[src/rtl/fp_norm_pipe.sv]
`default_nettype none
// ============================================================================
// Module   : fp_norm_pipe
// Brief    : Two-stage post-add normaliser (LZC shift, carry, ovf/unf/zero)
//            with valid/ready handshakes. Optional FP_NORM_EVENT_CNT_EN adds
//            saturating overflow/underflow event counters.
// Revision : 1.0
// ============================================================================
module fp_norm_pipe #(
  parameter int MANT_W = 24,
  parameter int EXP_W  = 8,
  parameter int LZC_W  = 5
) (
  input  logic              clk,
  input  logic              rst_n,
  input  logic              in_valid,
  output logic              in_ready,
  input  logic              in_sign,
  input  logic [MANT_W:0]   in_mant,
  input  logic [EXP_W-1:0]  in_exp,
  output logic              out_valid,
  input  logic              out_ready,
  output logic              out_sign,
  output logic [MANT_W-1:0] out_mant,
  output logic [EXP_W-1:0]  out_exp,
  output logic              out_ovf,
  output logic              out_unf,
  output logic              out_zero
`ifdef FP_NORM_EVENT_CNT_EN
  ,
  input  logic              cnt_clr,
  output logic [15:0]       ovf_cnt,
  output logic [15:0]       unf_cnt
`endif
);

  localparam int              CMP_W       = ((EXP_W > LZC_W) ? EXP_W : LZC_W) + 1;
  localparam logic [EXP_W-1:0] c_exp_max  = '1;
  localparam logic [EXP_W-1:0] c_exp_sat  = {{(EXP_W-1){1'b1}}, 1'b0};

  logic              w_adv;
  logic [LZC_W-1:0]  w_lzc;

  logic              r_s1_valid;
  logic              r_s1_sign;
  logic [MANT_W:0]   r_s1_mant;
  logic [EXP_W-1:0]  r_s1_exp;
  logic [LZC_W-1:0]  r_s1_lzc;

  logic [MANT_W-1:0] w_frac;
  logic [MANT_W-1:0] w_mant;
  logic [EXP_W-1:0]  w_exp;
  logic              w_ovf;
  logic              w_unf;
  logic              w_zero;

  logic              r_s2_valid;
  logic              r_out_sign;
  logic [MANT_W-1:0] r_out_mant;
  logic [EXP_W-1:0]  r_out_exp;
  logic              r_out_ovf;
  logic              r_out_unf;
  logic              r_out_zero;

  assign w_adv    = !r_s2_valid || out_ready;
  assign in_ready = !r_s1_valid || w_adv;

  // Highest set bit wins, so the last assignment in the ascending loop is the LZC.
  always_comb begin
    w_lzc = LZC_W'(MANT_W);
    for (int i = 0; i < MANT_W; i++) begin
      if (in_mant[i]) w_lzc = LZC_W'(MANT_W - 1 - i);
    end
  end

  always_ff @(posedge clk or negedge rst_n) begin
    if (!rst_n) begin
      r_s1_valid <= 1'b0;
      r_s1_sign  <= 1'b0;
      r_s1_mant  <= '0;
      r_s1_exp   <= '0;
      r_s1_lzc   <= '0;
    end else if (in_ready) begin
      r_s1_valid <= in_valid;
      if (in_valid) begin
        r_s1_sign <= in_sign;
        r_s1_mant <= in_mant;
        r_s1_exp  <= in_exp;
        r_s1_lzc  <= w_lzc;
      end
    end
  end

  always_comb begin
    w_frac = r_s1_mant[MANT_W-1:0];
    w_mant = '0;
    w_exp  = '0;
    w_ovf  = 1'b0;
    w_unf  = 1'b0;
    w_zero = 1'b0;
    if (r_s1_mant[MANT_W]) begin
      // exp+1 reaching all-ones (or already there) saturates to infinity.
      if (r_s1_exp >= c_exp_sat) begin
        w_exp = c_exp_max;
        w_ovf = 1'b1;
      end else begin
        w_mant = r_s1_mant[MANT_W:1];
        w_exp  = r_s1_exp + 1'b1;
      end
    end else if (w_frac == '0) begin
      w_zero = 1'b1;
    end else if (r_s1_exp == '0) begin
      w_mant = w_frac;
      w_unf  = 1'b1;
    end else if (CMP_W'(r_s1_lzc) >= CMP_W'(r_s1_exp)) begin
      w_mant = w_frac << (r_s1_exp - 1'b1);
      w_unf  = 1'b1;
    end else begin
      w_mant = w_frac << r_s1_lzc;
      w_exp  = r_s1_exp - EXP_W'(r_s1_lzc);
    end
  end

  always_ff @(posedge clk or negedge rst_n) begin
    if (!rst_n) begin
      r_s2_valid <= 1'b0;
      r_out_sign <= 1'b0;
      r_out_mant <= '0;
      r_out_exp  <= '0;
      r_out_ovf  <= 1'b0;
      r_out_unf  <= 1'b0;
      r_out_zero <= 1'b0;
    end else if (w_adv) begin
      r_s2_valid <= r_s1_valid;
      if (r_s1_valid) begin
        r_out_sign <= r_s1_sign;
        r_out_mant <= w_mant;
        r_out_exp  <= w_exp;
        r_out_ovf  <= w_ovf;
        r_out_unf  <= w_unf;
        r_out_zero <= w_zero;
      end
    end
  end

  assign out_valid = r_s2_valid;
  assign out_sign  = r_out_sign;
  assign out_mant  = r_out_mant;
  assign out_exp   = r_out_exp;
  assign out_ovf   = r_out_ovf;
  assign out_unf   = r_out_unf;
  assign out_zero  = r_out_zero;

`ifdef FP_NORM_EVENT_CNT_EN
  logic        w_out_hs;
  logic [15:0] r_ovf_cnt;
  logic [15:0] r_unf_cnt;

  assign w_out_hs = r_s2_valid && out_ready;

  always_ff @(posedge clk or negedge rst_n) begin
    if (!rst_n) begin
      r_ovf_cnt <= '0;
      r_unf_cnt <= '0;
    end else if (cnt_clr) begin
      r_ovf_cnt <= '0;
      r_unf_cnt <= '0;
    end else begin
      if (w_out_hs && r_out_ovf && (r_ovf_cnt != 16'hFFFF)) r_ovf_cnt <= r_ovf_cnt + 16'd1;
      if (w_out_hs && r_out_unf && (r_unf_cnt != 16'hFFFF)) r_unf_cnt <= r_unf_cnt + 16'd1;
    end
  end

  assign ovf_cnt = r_ovf_cnt;
  assign unf_cnt = r_unf_cnt;
`endif

endmodule
`default_nettype wire

[config.mk]
export PLATFORM = sky130hd
export DESIGN_NAME = fp_norm_pipe
export DESIGN_NICKNAME = d
export VERILOG_FILES = /design/src/rtl/fp_norm_pipe.sv
export SDC_FILE = /design/constraint.sdc
export NUM_CORES = 1
export LEC_CHECK = 0
export ABC_AREA = 1
export CAP_MARGIN = 0
export CORE_ASPECT_RATIO = 1.4
export CORE_MARGIN = 2
export CORE_UTILIZATION = 35
export DETAILED_ROUTE_END_ITERATION = 7
export GPL_ROUTABILITY_DRIVEN = 0
export HOLD_SLACK_MARGIN = 0.02
export PLACE_DENSITY = 0.59
export SYNTH_ARGS = -nofsm -noshare
export SYNTH_HDL_FRONTEND = slang
export SYNTH_SLANG_ARGS = --single-unit
export TNS_END_PERCENT = 50
[constraint.sdc]
create_clock -name clk -period 2.65 [get_ports clk]
set_clock_uncertainty 0.15 [all_clocks]
set_input_delay 0.3975 -clock clk [delete_from_list [all_inputs] [get_ports clk]]
set_output_delay 0.3975 -clock clk [all_outputs]
set_load 0.1 [all_outputs]
-- Word-level counts from Yosys, hierarchy flattened
Index checks and enable logic that the tools add are counted.
Widths: inputs -> output; s select.
- latch bits: 0
- flip-flop bits (word level): 77
- input bits: 38
- memory bits (read-only): 0
- output and inout port bits: 38
- memories: 0
- logic and storage cells: 69
- bits in writable memories: 0
- eq/ne operators: 0
- multipliers: 0
- bitwise operators: 0
- divide/modulo/power cells: 0
- order comparisons: 2
- $add $sub $neg: 3
- shift-type cells: 2
- multiplexer cells: 42
- reductions and logical operators: 8
- operators with widths (cell ; number):
    $mux 24 ; 5
    $mux 5 ; 21
    $mux 8 ; 5
    $logic_not 24->1 ; 1
    $shl 24x5->24 ; 1
    $shl 24x8->24 ; 1
    $mux 4 ; 3
    $add 8x1->8 const B ; 1
    $ge 5x8->1 ; 1
    $ge 8x8->1 const B ; 1
    $logic_not 8->1 ; 1
    $mux 1 ; 8
    $sub 8x1->8 const B ; 1
    $sub 8x5->8 ; 1
    $reduce_and 2->1 ; 2
    $logic_not 1->1 ; 2
    $logic_or 1x1->1 ; 2

-- Longest topological paths before layout
Gate-level depths: netlist of the first run.
- depth in word-level cells: 24
- gate-level depth with buffers: 25
- gate-level depth less buffers: 25

-- Worst setup path after synthesis of the first run
No wires, ideal clock.
- kind: reg-to-reg
- start: register r_s2_valid (netlist: out_valid)
- end: register r_s1_mant[16]
- arrival time: 3082 ps
- data required time: 2417 ps
- clock period less this slack: 3315 ps
- stages on the path, launching flop included: 7
- setup time: 83 ps
- path buffers: 2
- slack: -665 ps
- cell sequence: dfrtp_1 > nand3_1 > nand2_1 > clkbuf_1 > clkbuf_1 > nand2_1 > o21ai_0
- word-level cells in the longest chain between the ends: 4
- RTL lines (item ; line ; text):
    start: declaration ; 57 ; logic r_s2_valid;
    start signal: assignment ; 134 ; r_s2_valid <= r_s1_valid;
    $logic_not 1->1 ; 65 ; assign w_adv = !r_s2_valid || out_ready;
    $logic_or 1x1->1 ; 65 ;
    $logic_or 1x1->1 ; 66 ; assign in_ready = !r_s1_valid || w_adv;
    net in_ready ; 17 ; output logic in_ready,
    $reduce_and 2->1 (no source line) ; n/a ;
    end signal: assignment ; 87 ; r_s1_mant <= in_mant;
    end: declaration ; 46 ; logic [MANT_W:0] r_s1_mant;
The timed path passes the listed nets, and every way through them passes these cells.
A chain may end at the register's enable or synchronous reset.

-- Worst setup path after layout of the first run
- start: register r_s1_exp[0]
- end: register r_out_mant[2] (netlist: out_mant[2])
- word-level cells in the longest chain between the ends: 6
- elaborated cells between the ends (all ways): 10
- classes of those cells: 1 x add/sub; 2 x order compare; 1 x shift; 5 x mux; 1 x reduce/logical
- RTL lines (item ; line ; text):
    start: declaration ; 47 ; logic [EXP_W-1:0] r_s1_exp;
    start signal: assignment ; 88 ; r_s1_exp <= in_exp;
    $sub 8x1->8 ; 116 ; w_mant = w_frac << (r_s1_exp - 1'b1);
    $shl 24x8->24 ; 116 ;
    $mux 24 ; 115 ; end else if (CMP_W'(r_s1_lzc) >= CMP_W'(r_s1_exp)) begin
    $mux 24 ; 112 ; end else if (r_s1_exp == '0) begin
    $mux 24 ; 110 ; end else if (w_frac == '0) begin
    $mux 24 * ; 101 ; if (r_s1_mant[MANT_W]) begin
    end signal: assignment ; 137 ; r_out_mant <= w_mant;
    end: declaration ; 59 ; logic [MANT_W-1:0] r_out_mant;
Every way passes the cells marked *; elsewhere a longest branch is shown, timed or not.

==> results.py, run 1 <==
metrics = {
    "synthesis": {
        "yosysSeqAreaShare": 0.335,
        "synthTopCellsByCount": "nand2_1, nand3_1, dfrtp_1, o21ai_0, inv_1",
        "synth-edff-count": 0,
        "syn-cell-area_um2": 5740,
        "synthCells": 850,
        "yosysUniqueCellTypes": 45,
        "yosys.area.top_type": "dfrtp_1",
        "netlist_top_cells_area": "dfrtp_1, nand2_1, nand3_1, o21ai_0, a21oi_1",
        "ys.flop_type": "dfrtp_1",
        "yosysTopAreaCellShare": 0.335,
        "syn-mean-instance-area_um2": 6.76,
        "yosys_warnings": 0,
        "synth_fp_nets": 898,
        "yosysMostFrequentCell": "nand2_1",
        "ys_ff_latch": 77,
        "ys_async_sr_fraction": 1.00,
    },
    "clock_network": {
        "cts_buffers": 9,
        "cts_tree": "done",
        "insertion_delay_ps": 340,
        "cts_sinks": 77,
        "clk_pin_slew_ps": 60,
        "cts_max_level": 3,
        "clock-root-buffer": "clkbuf_16",
        "cts-root-to-sink-buffers": 2,
    },
    "outcome": {
        "violations": "setup timing",
        "outcome": "finished, violations left",
    },
    "die": {
        "die-area_um2": 17500,
        "fp.dieW_um": 112,
        "rows": 55,
        "io_pins": 76,
        "start_util": 0.357,
        "die_h_um": 156,
        "coreArea_um2": 16100,
    },
    "global_routing": {
        "grt_overflow": 0,
        "grt_max_degree": 48,
        "grt_pass1_wl_um": 34000,
        "grt_util_all_layers": 0.249,
        "antenna_found_initial": 0,
        "grt_pass1_vias": 6365,
    },
    "sta": {
        "hold-worst-slack_ps": 333,
        "maxSlewViolCount": 0,
        "max_clock_freq_mhz": 338,
        "worst_pin_slew_ps": 578,
        "setup_slack_ps": -312,
        "min_period_over_period": 1.12,
        "finalHoldViolCount": 0,
        "final.setup.tns_ps": -5460,
        "finalCriticalPeriod_ps": 2960,
        "setup_viol": 24,
        "rsz0062_at_grt": "yes",
        "slew_headroom": 0.611,
    },
    "detailed_routing": {
        "drtIter0Drc": 441,
        "vias_per_cell": 5.46,
        "finalWirelength_um": 22700,
        "dr.pass1.iters": 5,
        "drtAntennaViolNets": 0,
        "drc_errors": 0,
        "vias": 6650,
        "wire_per_inst_um": 18.6,
    },
    "min_path": {
        "min_from": "out_exp[7]$_DFFE_PN0P_",
        "whs_path_depth": 2,
        "holdCritPathClass": "reg -> reg",
        "whs_endpoint": "out_exp[7]$_DFFE_PN0P_",
    },
    "final_layout": {
        "layout-area-overhead-vs-synth_pct": 43.9,
        "multi_input_area_um2": 3730,
        "num-nets-final": 1062,
        "seq_area_um2": 1930,
        "final_cells": 1217,
        "num-fill-cells": 1631,
        "drive_above_1_share": 0.288,
        "fin_area_um2": 8260,
        "diodes": 0,
    },
    "worst_setup_path": {
        "cp_cell_sequence": "inv_2 > buf_4 > ha_1 > nand3_1 > xor2_2 > o21ai_4 > nand2_2 > buf_4 > nand2_1 > nand3_2 > a21oi_2 > nand3_1 > a21oi_1 > o21ai_1 > a31oi_1",
        "reg2reg_to": "out_mant[2]$_DFFE_PN0P_",
        "slowest_stage": "dfrtp_1",
        "crit_fanout": 8,
        "worstSetupPathType": "reg -> reg",
        "r2r_setup_slack_ps": -310,
        "rr_worst_depth": 15,
        "cp-startpoint": "r_s1_exp[0]$_DFFE_PN0P_",
        "arrival_ps": 3070,
        "crit_path_start_kind": "flop",
        "r2r-start": "r_s1_exp[0]$_DFFE_PN0P_",
        "max_stage_delay_ps": 380,
        "crit_path_end_kind": "flop",
        "cp_data_required_time_ps": 2760,
    },
    "place": {
        "place_area_um2": 7210,
        "dp_hpwl_um": 15900,
        "port_buffers": 75,
        "dp_cells": 1176,
    },
    "power": {
        "ir_worst_vdd_uv": 968,
        "power_density_nw_per_um2": 1030,
        "p_leak_nw": 3.97,
    },
    "flow_run": {
        "max_cap_violations": 0,
    },
}
-- sequential cells by signal, indices dropped and copies added (netlist names), 5 cells and up --
name,cells
out_mant,24
out_exp,8
r_s1_mant,25
r_s1_exp,8
r_s1_lzc,5
-- how the worst max path moves through the flow --
stage,slack (ps),to
6_report,-310,out_mant[2]$_DFFE_PN0P_
5_1_grt,-460,out_mant[22]$_DFFE_PN0P_
4_1_cts,-240,out_mant[16]$_DFFE_PN0P_
3_5_place_dp,-420,out_mant[20]$_DFFE_PN0P_
3_3_place_gp,-390,out_mant[20]$_DFFE_PN0P_
2_1_floorplan,-220,out_mant[21]$_DFFE_PN0P_
-- worst max-delay path: cells and delay by family, from the launching register on --
kind	cells	cell delay, ps
adders and majority gates	1	190
and+or+nand+nor	5	580
xor gates and xnor gates	1	210
buffers and inverters	3	430
DFF	1	380
AOI/OAI and AO/OA	5	940
-- stage by stage --
stage	worst slack [ps]	utilization	power, mW
after global placement	-388	0.447	6.60
final	-312	0.513	8.50
after floorplan	-217	-	5.17
after detailed placement	-417	0.447	6.60
after CTS	-237	0.488	8.20
after global routing	-456	0.513	8.92
-- power by group --
part           internal [mW]  total [mW]  switching [mW]
clock network          0.844        1.33           0.485
registers               1.49        1.79           0.295
logic                   1.62        5.39            3.77
-- cell type report --
class | instances | share of cell area
Timing Repair Buffer | 194 | 0.211
Inverter | 75 | 0.0359
Clock inverter | 4 | 0.00878
Sequential cell | 77 | 0.233
Clock buffer | 11 | 0.0294
Tap cell | 199 | 0.0301
Multi-Input combinational cell | 657 | 0.451
-- logic make-up (layout without fill, tap and decap cells) --
group	count (synthesis)	in the layout	synth area share
fa+ha+maj	10	10	0.0231
buf+inv	120	284	0.0950
flops	77	77	0.335
simple gates	455	458	0.350
compound gates	180	181	0.184
xor+xnor	8	8	0.0122
-- metal layers --
metal | up-vias | global-route usage | routed length, um
met5 | - | 0 | 0
met4 | 0 | 0.149 | 1620
met3 | 99 | 0.0361 | 1460
met2 | 274 | 0.433 | 11400
met1 | 3091 | 0.289 | 8180
li1 | 3186 | - | -
-- what timing repair did --
| action | 4_1_cts | 5_1_grt |
|---|---|---|
| endpoints found under the hold margin | 36 | 0 |
| setup buffers | 7 | 10 |
| cloned | 4 | 4 |
| gates resized for setup | 42 | 64 |
| hold buffers | 1 | 0 |
| setup endpoints to repair | 24 | 26 |
| pin swaps | 16 | 27 |
-- layout by cell type (no fill, tap or decap), drive strengths merged --
cell type and count:
a211oi 1, a21oi 53, a22o 2, a311oi 1, a31oi 6, buf 154, bufbuf 2, bufinv 2
clkbuf 12, clkdlybuf4s50 36, clkinv 3, clkinvlp 1, dfrtp 77, dlygate4sd3 1, fa 1, ha 9
inv 73, nand2 246, nand3 127, nand3b 1, nand4 8, nor2 63, nor3 5, nor4 7
o2111a 1, o211ai 17, o21a 1, o21ai 97, o22ai 1, o31ai 1, or2 1, xor2 8
No activity file was read; power rests on OpenSTA's default activity.
==> run 2: changes to the inputs <==
- CTS_CLUSTER_SIZE: unset -> 40
- RECOVER_POWER: unset -> 25
==> run 2 against run 1 <==
Compared with the run above: the run still ends with setup timing left; highest routed layer unchanged; critical path type unchanged; non-clock buffer count unchanged; sequential power about the same; combinational power about the same; setup slack improved by 3.3 ps; power decreased by 0.11%; largest power group unchanged.
==> results.py, run 2 (synthesized netlist as in run 1, its figures left out) <==
metrics = {
    "worst_setup_path": {
        "arrival_ps": 3070,
        "reg2reg_to": "out_mant[2]$_DFFE_PN0P_",
        "r2r_setup_slack_ps": -310,
        "crit_path_start_kind": "flop",
        "cp_data_required_time_ps": 2760,
        "rr_worst_depth": 15,
        "crit_fanout": 8,
        "worstSetupPathType": "reg -> reg",
        "r2r-start": "r_s1_exp[0]$_DFFE_PN0P_",
        "crit_path_end_kind": "flop",
    },
    "global_routing": {
        "grt_pass1_wl_um": 34000,
        "antenna_found_initial": 0,
        "grt_overflow": 0,
        "grt_max_degree": 48,
        "grt_pass1_vias": 6365,
        "grt_util_all_layers": 0.249,
    },
    "clock_network": {
        "cts-root-to-sink-buffers": 2,
        "cts_sinks": 77,
        "cts_buffers": 9,
        "clk_pin_slew_ps": 60,
        "clock-root-buffer": "clkbuf_16",
        "cts_max_level": 3,
        "insertion_delay_ps": 340,
        "cts_tree": "done",
    },
    "sta": {
        "slew_headroom": 0.383,
        "min_period_over_period": 1.12,
        "final.setup.tns_ps": -5470,
        "worst_pin_slew_ps": 925,
        "finalCriticalPeriod_ps": 2960,
        "setup_slack_ps": -309,
        "maxSlewViolCount": 0,
        "setup_viol": 24,
        "rsz0062_at_grt": "yes",
        "finalHoldViolCount": 0,
        "max_clock_freq_mhz": 338,
    },
    "detailed_routing": {
        "vias": 6662,
        "dr.pass1.iters": 5,
        "finalWirelength_um": 22700,
        "wire_per_inst_um": 18.6,
        "drc_errors": 0,
        "drtAntennaViolNets": 0,
        "vias_per_cell": 5.47,
        "drtIter0Drc": 441,
    },
    "final_layout": {
        "drive_above_1_share": 0.287,
        "largest_reg_flops": 25,
        "regMostFlops": "r_s1_mant",
        "num-fill-cells": 1636,
        "layout_commonest_cell": "nand2_1",
        "diodes": 0,
        "final_cell_mix": "nand2_1, buf_4, nand3_1",
        "multi_input_area_um2": 3720,
        "seq_area_um2": 1930,
        "num-nets-final": 1062,
        "layout-area-overhead-vs-synth_pct": 43.4,
        "fin_util": 0.512,
    },
    "die": {
        "coreArea_um2": 16100,
        "start_util": 0.357,
        "fp.dieW_um": 112,
        "die-area_um2": 17500,
        "die_h_um": 156,
        "io_pins": 76,
        "rows": 55,
    },
    "place": {
        "port_buffers": 75,
        "dp_hpwl_um": 15900,
        "post-place-ws_ps": -417,
    },
    "power": {
        "p_sw_mw": 4.54,
        "p_leak_nw": 3.96,
        "ir_worst_vdd_uv": 968,
        "seq_power_share": 0.210,
        "combPwrFrac": 0.634,
        "internal_power_mw": 3.95,
        "power_density_nw_per_um2": 1030,
        "clkPwrFrac": 0.156,
        "p_sw_frac": 0.535,
    },
    "min_path": {
        "holdCritPathClass": "reg -> reg",
        "min_from": "out_exp[7]$_DFFE_PN0P_",
        "whs_path_depth": 2,
        "whs_endpoint": "out_exp[7]$_DFFE_PN0P_",
    },
    "flow_run": {
        "max_cap_violations": 0,
    },
    "outcome": {
        "violations": "setup timing",
        "outcome": "finished, violations left",
    },
}
==> run 2: worst max-delay path, cell delays in order, from the launching register on <==
cell	delay (ps)
dfrtp_1	380
inv_2	80
buf_4	190
ha_1	190
nand3_1	120
xor2_2	210
o21ai_4	320
nand2_2	150
buf_4	160
nand2_1	80
nand3_2	100
a21oi_2	250
nand3_1	130
a21oi_1	140
o21ai_1	90
a31oi_1	140
==> run 2: per-stage QoR <==
stage	cell area, um2	hold WS (ps)	std cells	power (mW)
4_1_cts	7860	335	1203	8.20
6_report	8240	333	1217	8.49
3_5_place_dp	7210	250	1176	6.60
3_3_place_gp	7210	250	1176	6.60
5_1_grt	8240	359	1217	8.91
2_1_floorplan	5760	-48.1	850	5.17
==> run 2: power groups by stage <==
stage          sequential [mW]  clock, mW  combinational (mW)
2_1_floorplan             3.43          0                1.74
5_1_grt                   1.81       1.40                5.69
4_1_cts                   1.78       1.36                5.06
3_3_place_gp              1.79          0                4.80
6_report                  1.78       1.33                5.38
3_5_place_dp              1.79          0                4.81
==> run 2: repair_timing <==
item	in CTS	in global routing
hold buffers	1	0
buffers inserted	7	10
pin swaps	16	27
endpoints found under the setup margin	24	26
endpoints found under the hold margin	36	0
gates resized for setup	42	64
gates cloned	4	4
==> run 2: worst max-delay path by stage <==
stage | from | endpoint | slack (ps) | cells after the start
2_1_floorplan | r_s1_exp[0]$_DFFE_PN0P_ | out_mant[21]$_DFFE_PN0P_ | -220 | 20
3_3_place_gp | r_s1_exp[0]$_DFFE_PN0P_ | out_mant[20]$_DFFE_PN0P_ | -390 | 21
3_5_place_dp | r_s1_exp[0]$_DFFE_PN0P_ | out_mant[20]$_DFFE_PN0P_ | -420 | 21
4_1_cts | r_s1_exp[0]$_DFFE_PN0P_ | out_mant[16]$_DFFE_PN0P_ | -240 | 20
5_1_grt | r_s1_exp[0]$_DFFE_PN0P_ | out_mant[22]$_DFFE_PN0P_ | -460 | 21
6_report | r_s1_exp[0]$_DFFE_PN0P_ | out_mant[2]$_DFFE_PN0P_ | -310 | 15
==> run 2: metal layers <==
layer | part of all wire | up-vias | wire length [um] | track usage
met1 | 0.36 | 3098 | 8190 | 0.289
li1 | - | 3185 | - | -
met4 | 0.071 | 0 | 1620 | 0.149
met3 | 0.063 | 99 | 1420 | 0.0361
met5 | 0 | - | 0 | 0
met2 | 0.50 | 280 | 11400 | 0.433
==> run 2: area by class of cell <==
cell class,count,area share
Tap cell,199,0.0302
Sequential cell,77,0.234
Timing Repair Buffer,194,0.210
Clock inverter,4,0.00881
Multi-Input combinational cell,657,0.451
Inverter,75,0.0360
Clock buffer,11,0.0295
==> run 3: changes to the inputs <==
- CELL_PAD_IN_SITES_DETAIL_PLACEMENT: unset -> 0
- CELL_PAD_IN_SITES_GLOBAL_PLACEMENT: unset -> 1
- PLACE_DENSITY: 0.59 -> 0.77
==> run 3 against run 2 <==
Compared with the run above: the run still ends with setup timing left; maximum frequency down 0.25%; largest power group unchanged; setup slack worse by 7.4 ps; sequential power about the same; global-route usage rose by 0.48 points; highest routed layer unchanged.
==> results.py, run 3 (synthesized netlist as in run 1, its figures left out) <==
metrics = {
    "sta": {
        "final.setup.tns_ps": -4780,
        "worst_pin_slew_ps": 864,
        "min_period_over_period": 1.12,
        "finalHoldViolCount": 0,
        "setup_viol": 24,
        "max_clock_freq_mhz": 337,
        "rsz0062_at_grt": "yes",
        "setup_slack_ps": -316,
        "slew_headroom": 0.424,
        "maxSlewViolCount": 0,
        "finalCriticalPeriod_ps": 2970,
    },
    "global_routing": {
        "grt_pass1_wl_um": 34600,
        "antenna_found_initial": 0,
        "grt_pass1_vias": 6455,
        "grt_max_degree": 48,
        "grt_overflow": 0,
        "grt_util_all_layers": 0.254,
    },
    "clock_network": {
        "cts_buffers": 9,
        "cts_max_level": 3,
        "cts_sinks": 77,
        "clock-root-buffer": "clkbuf_16",
        "clk_pin_slew_ps": 60,
        "cts-root-to-sink-buffers": 2,
        "insertion_delay_ps": 340,
        "cts_tree": "done",
    },
    "final_layout": {
        "final_cell_mix": "nand2_1, buf_4, dfrtp_1",
        "regMostFlops": "r_s1_mant",
        "layout_commonest_cell": "nand2_1",
        "largest_reg_flops": 25,
        "diodes": 0,
        "layout-area-overhead-vs-synth_pct": 44.4,
        "fin_area_um2": 8300,
        "drive_above_1_share": 0.293,
        "num-nets-final": 1056,
    },
    "detailed_routing": {
        "drtAntennaViolNets": 0,
        "vias_per_cell": 5.40,
        "drc_errors": 0,
        "vias": 6542,
        "drtIter0Drc": 339,
        "wire_per_inst_um": 18.2,
        "dr.pass1.iters": 5,
        "finalWirelength_um": 22100,
    },
    "power": {
        "p_leak_nw": 4.00,
        "seq_power_share": 0.205,
        "p_sw_frac": 0.528,
        "ir_worst_vdd_uv": 1130,
        "p_sw_mw": 4.58,
        "internal_power_mw": 4.10,
        "power_density_nw_per_um2": 1050,
        "combPwrFrac": 0.628,
        "clkPwrFrac": 0.167,
    },
    "outcome": {
        "violations": "setup timing",
        "outcome": "finished, violations left",
    },
    "die": {
        "coreArea_um2": 16100,
        "rows": 55,
        "die-area_um2": 17500,
        "io_pins": 76,
        "fp.dieW_um": 112,
        "die_h_um": 156,
        "start_util": 0.357,
    },
    "worst_setup_path": {
        "crit_path_start_kind": "flop",
        "cp_data_required_time_ps": 2780,
        "crit_fanout": 8,
        "crit_path_end_kind": "flop",
        "worstSetupPathType": "reg -> reg",
        "arrival_ps": 3100,
    },
    "place": {
        "dp_hpwl_um": 16400,
        "post-place-ws_ps": -433,
        "place_area_um2": 7280,
        "port_buffers": 75,
    },
    "min_path": {
        "holdCritPathClass": "reg -> reg",
    },
    "flow_run": {
        "max_cap_violations": 0,
    },
}
[run 3: changes by cell type in the layout (fill, tap and decap cells not counted), moves of 3 or more]
| cell | before | now |
|---|---|---|
| o211ai_2 | 6 | 3 |
| nand2_1 | 219 | 227 |
| nand3_1 | 90 | 71 |
| nand2_2 | 18 | 11 |
| nand3_2 | 33 | 53 |
| buf_12 | 6 | 9 |
| o211ai_4 | 0 | 3 |
| a21oi_2 | 8 | 12 |
| o21ai_2 | 13 | 8 |
| a21oi_1 | 45 | 40 |
| buf_6 | 11 | 4 |
[run 3: through the flow]
| stage | power (mW) | instances | utilization | hold WS (ps) |
|---|---|---|---|---|
| 6_report | 8.69 | 1212 | 0.515 | 342 |
| 5_1_grt | 9.13 | 1212 | 0.515 | 385 |
| 4_1_cts | 8.49 | 1210 | 0.500 | 347 |
| 3_5_place_dp | 6.70 | 1183 | 0.452 | 233 |
| 3_3_place_gp | 6.70 | 1183 | 0.452 | 235 |
| 2_1_floorplan | 5.17 | 850 | - | -48.1 |
[run 3: timing repair]
item / CTS / global route
gates resized for setup: 58 / 54
hold buffers: 1 / 0
setup buffers: 7 / 2
endpoints found under the setup margin: 24 / 26
endpoints found under the hold margin: 32 / 0
cloned: 3 / 0
pin swaps: 26 / 25
[run 3: path summary, 6_finish.rpt]
check | startpoint | end | slack [ps] | cells past startpoint
max in group asynchronous | rst_n | r_s1_mant[15]$_DFFE_PN0P_ | 570 | 3
min reg2reg | out_exp[7]$_DFFE_PN0P_ | out_exp[7]$_DFFE_PN0P_ | 340 | 2
max reg2reg | r_s1_exp[0]$_DFFE_PN0P_ | out_mant[19]$_DFFE_PN0P_ | -320 | 19
max | r_s1_exp[0]$_DFFE_PN0P_ | out_mant[19]$_DFFE_PN0P_ | -320 | 19
min | out_exp[7]$_DFFE_PN0P_ | out_exp[7]$_DFFE_PN0P_ | 340 | 2
min in group asynchronous | rst_n | r_s1_sign$_DFFE_PN0P_ | 550 | 2
[run 3: area by class of cell]
type	instances	area, um2
fillers	1592	7810
clock inverters	4	95.1
multi-input cells	654	3770
well taps	199	249
clock buffers	12	246
inverters	75	297
flip-flops and latches	77	1930
repair buffers	191	1710
[run 3: routing by layer]
metal | vias to the layer above | part of all wire | GRT usage
met5 | - | 0 | 0
met4 | 0 | 0.067 | 0.155
met3 | 72 | 0.040 | 0.0330
met2 | 210 | 0.51 | 0.442
met1 | 3099 | 0.39 | 0.295
li1 | 3161 | - | -
[run 3: power by group through the flow]
| stage | clock network, mW | logic [mW] | registers, mW |
|---|---|---|---|
| floorplan | 0 | 1.74 | 3.43 |
| global placement | 0 | 4.90 | 1.80 |
| detailed placement | 0 | 4.91 | 1.79 |
| CTS | 1.47 | 5.24 | 1.78 |
| global route | 1.52 | 5.80 | 1.81 |
| finish | 1.45 | 5.45 | 1.78 |
[run 3: worst max-delay path: stages (launching register included)]
cell and delay [ps]:
dfrtp_1 380, inv_2 80, ha_4 130, inv_2 30
fa_2 340, nand2_2 80, nand2_2 60, nand2_2 80
nand2_4 70, nand3b_1 240, nand2_8 130, buf_12 170
buf_8 130, o211ai_4 220, nand3_2 100, nand3_2 90
nand2_1 60, o21ai_2 110, nand2_1 100, a21oi_2 130
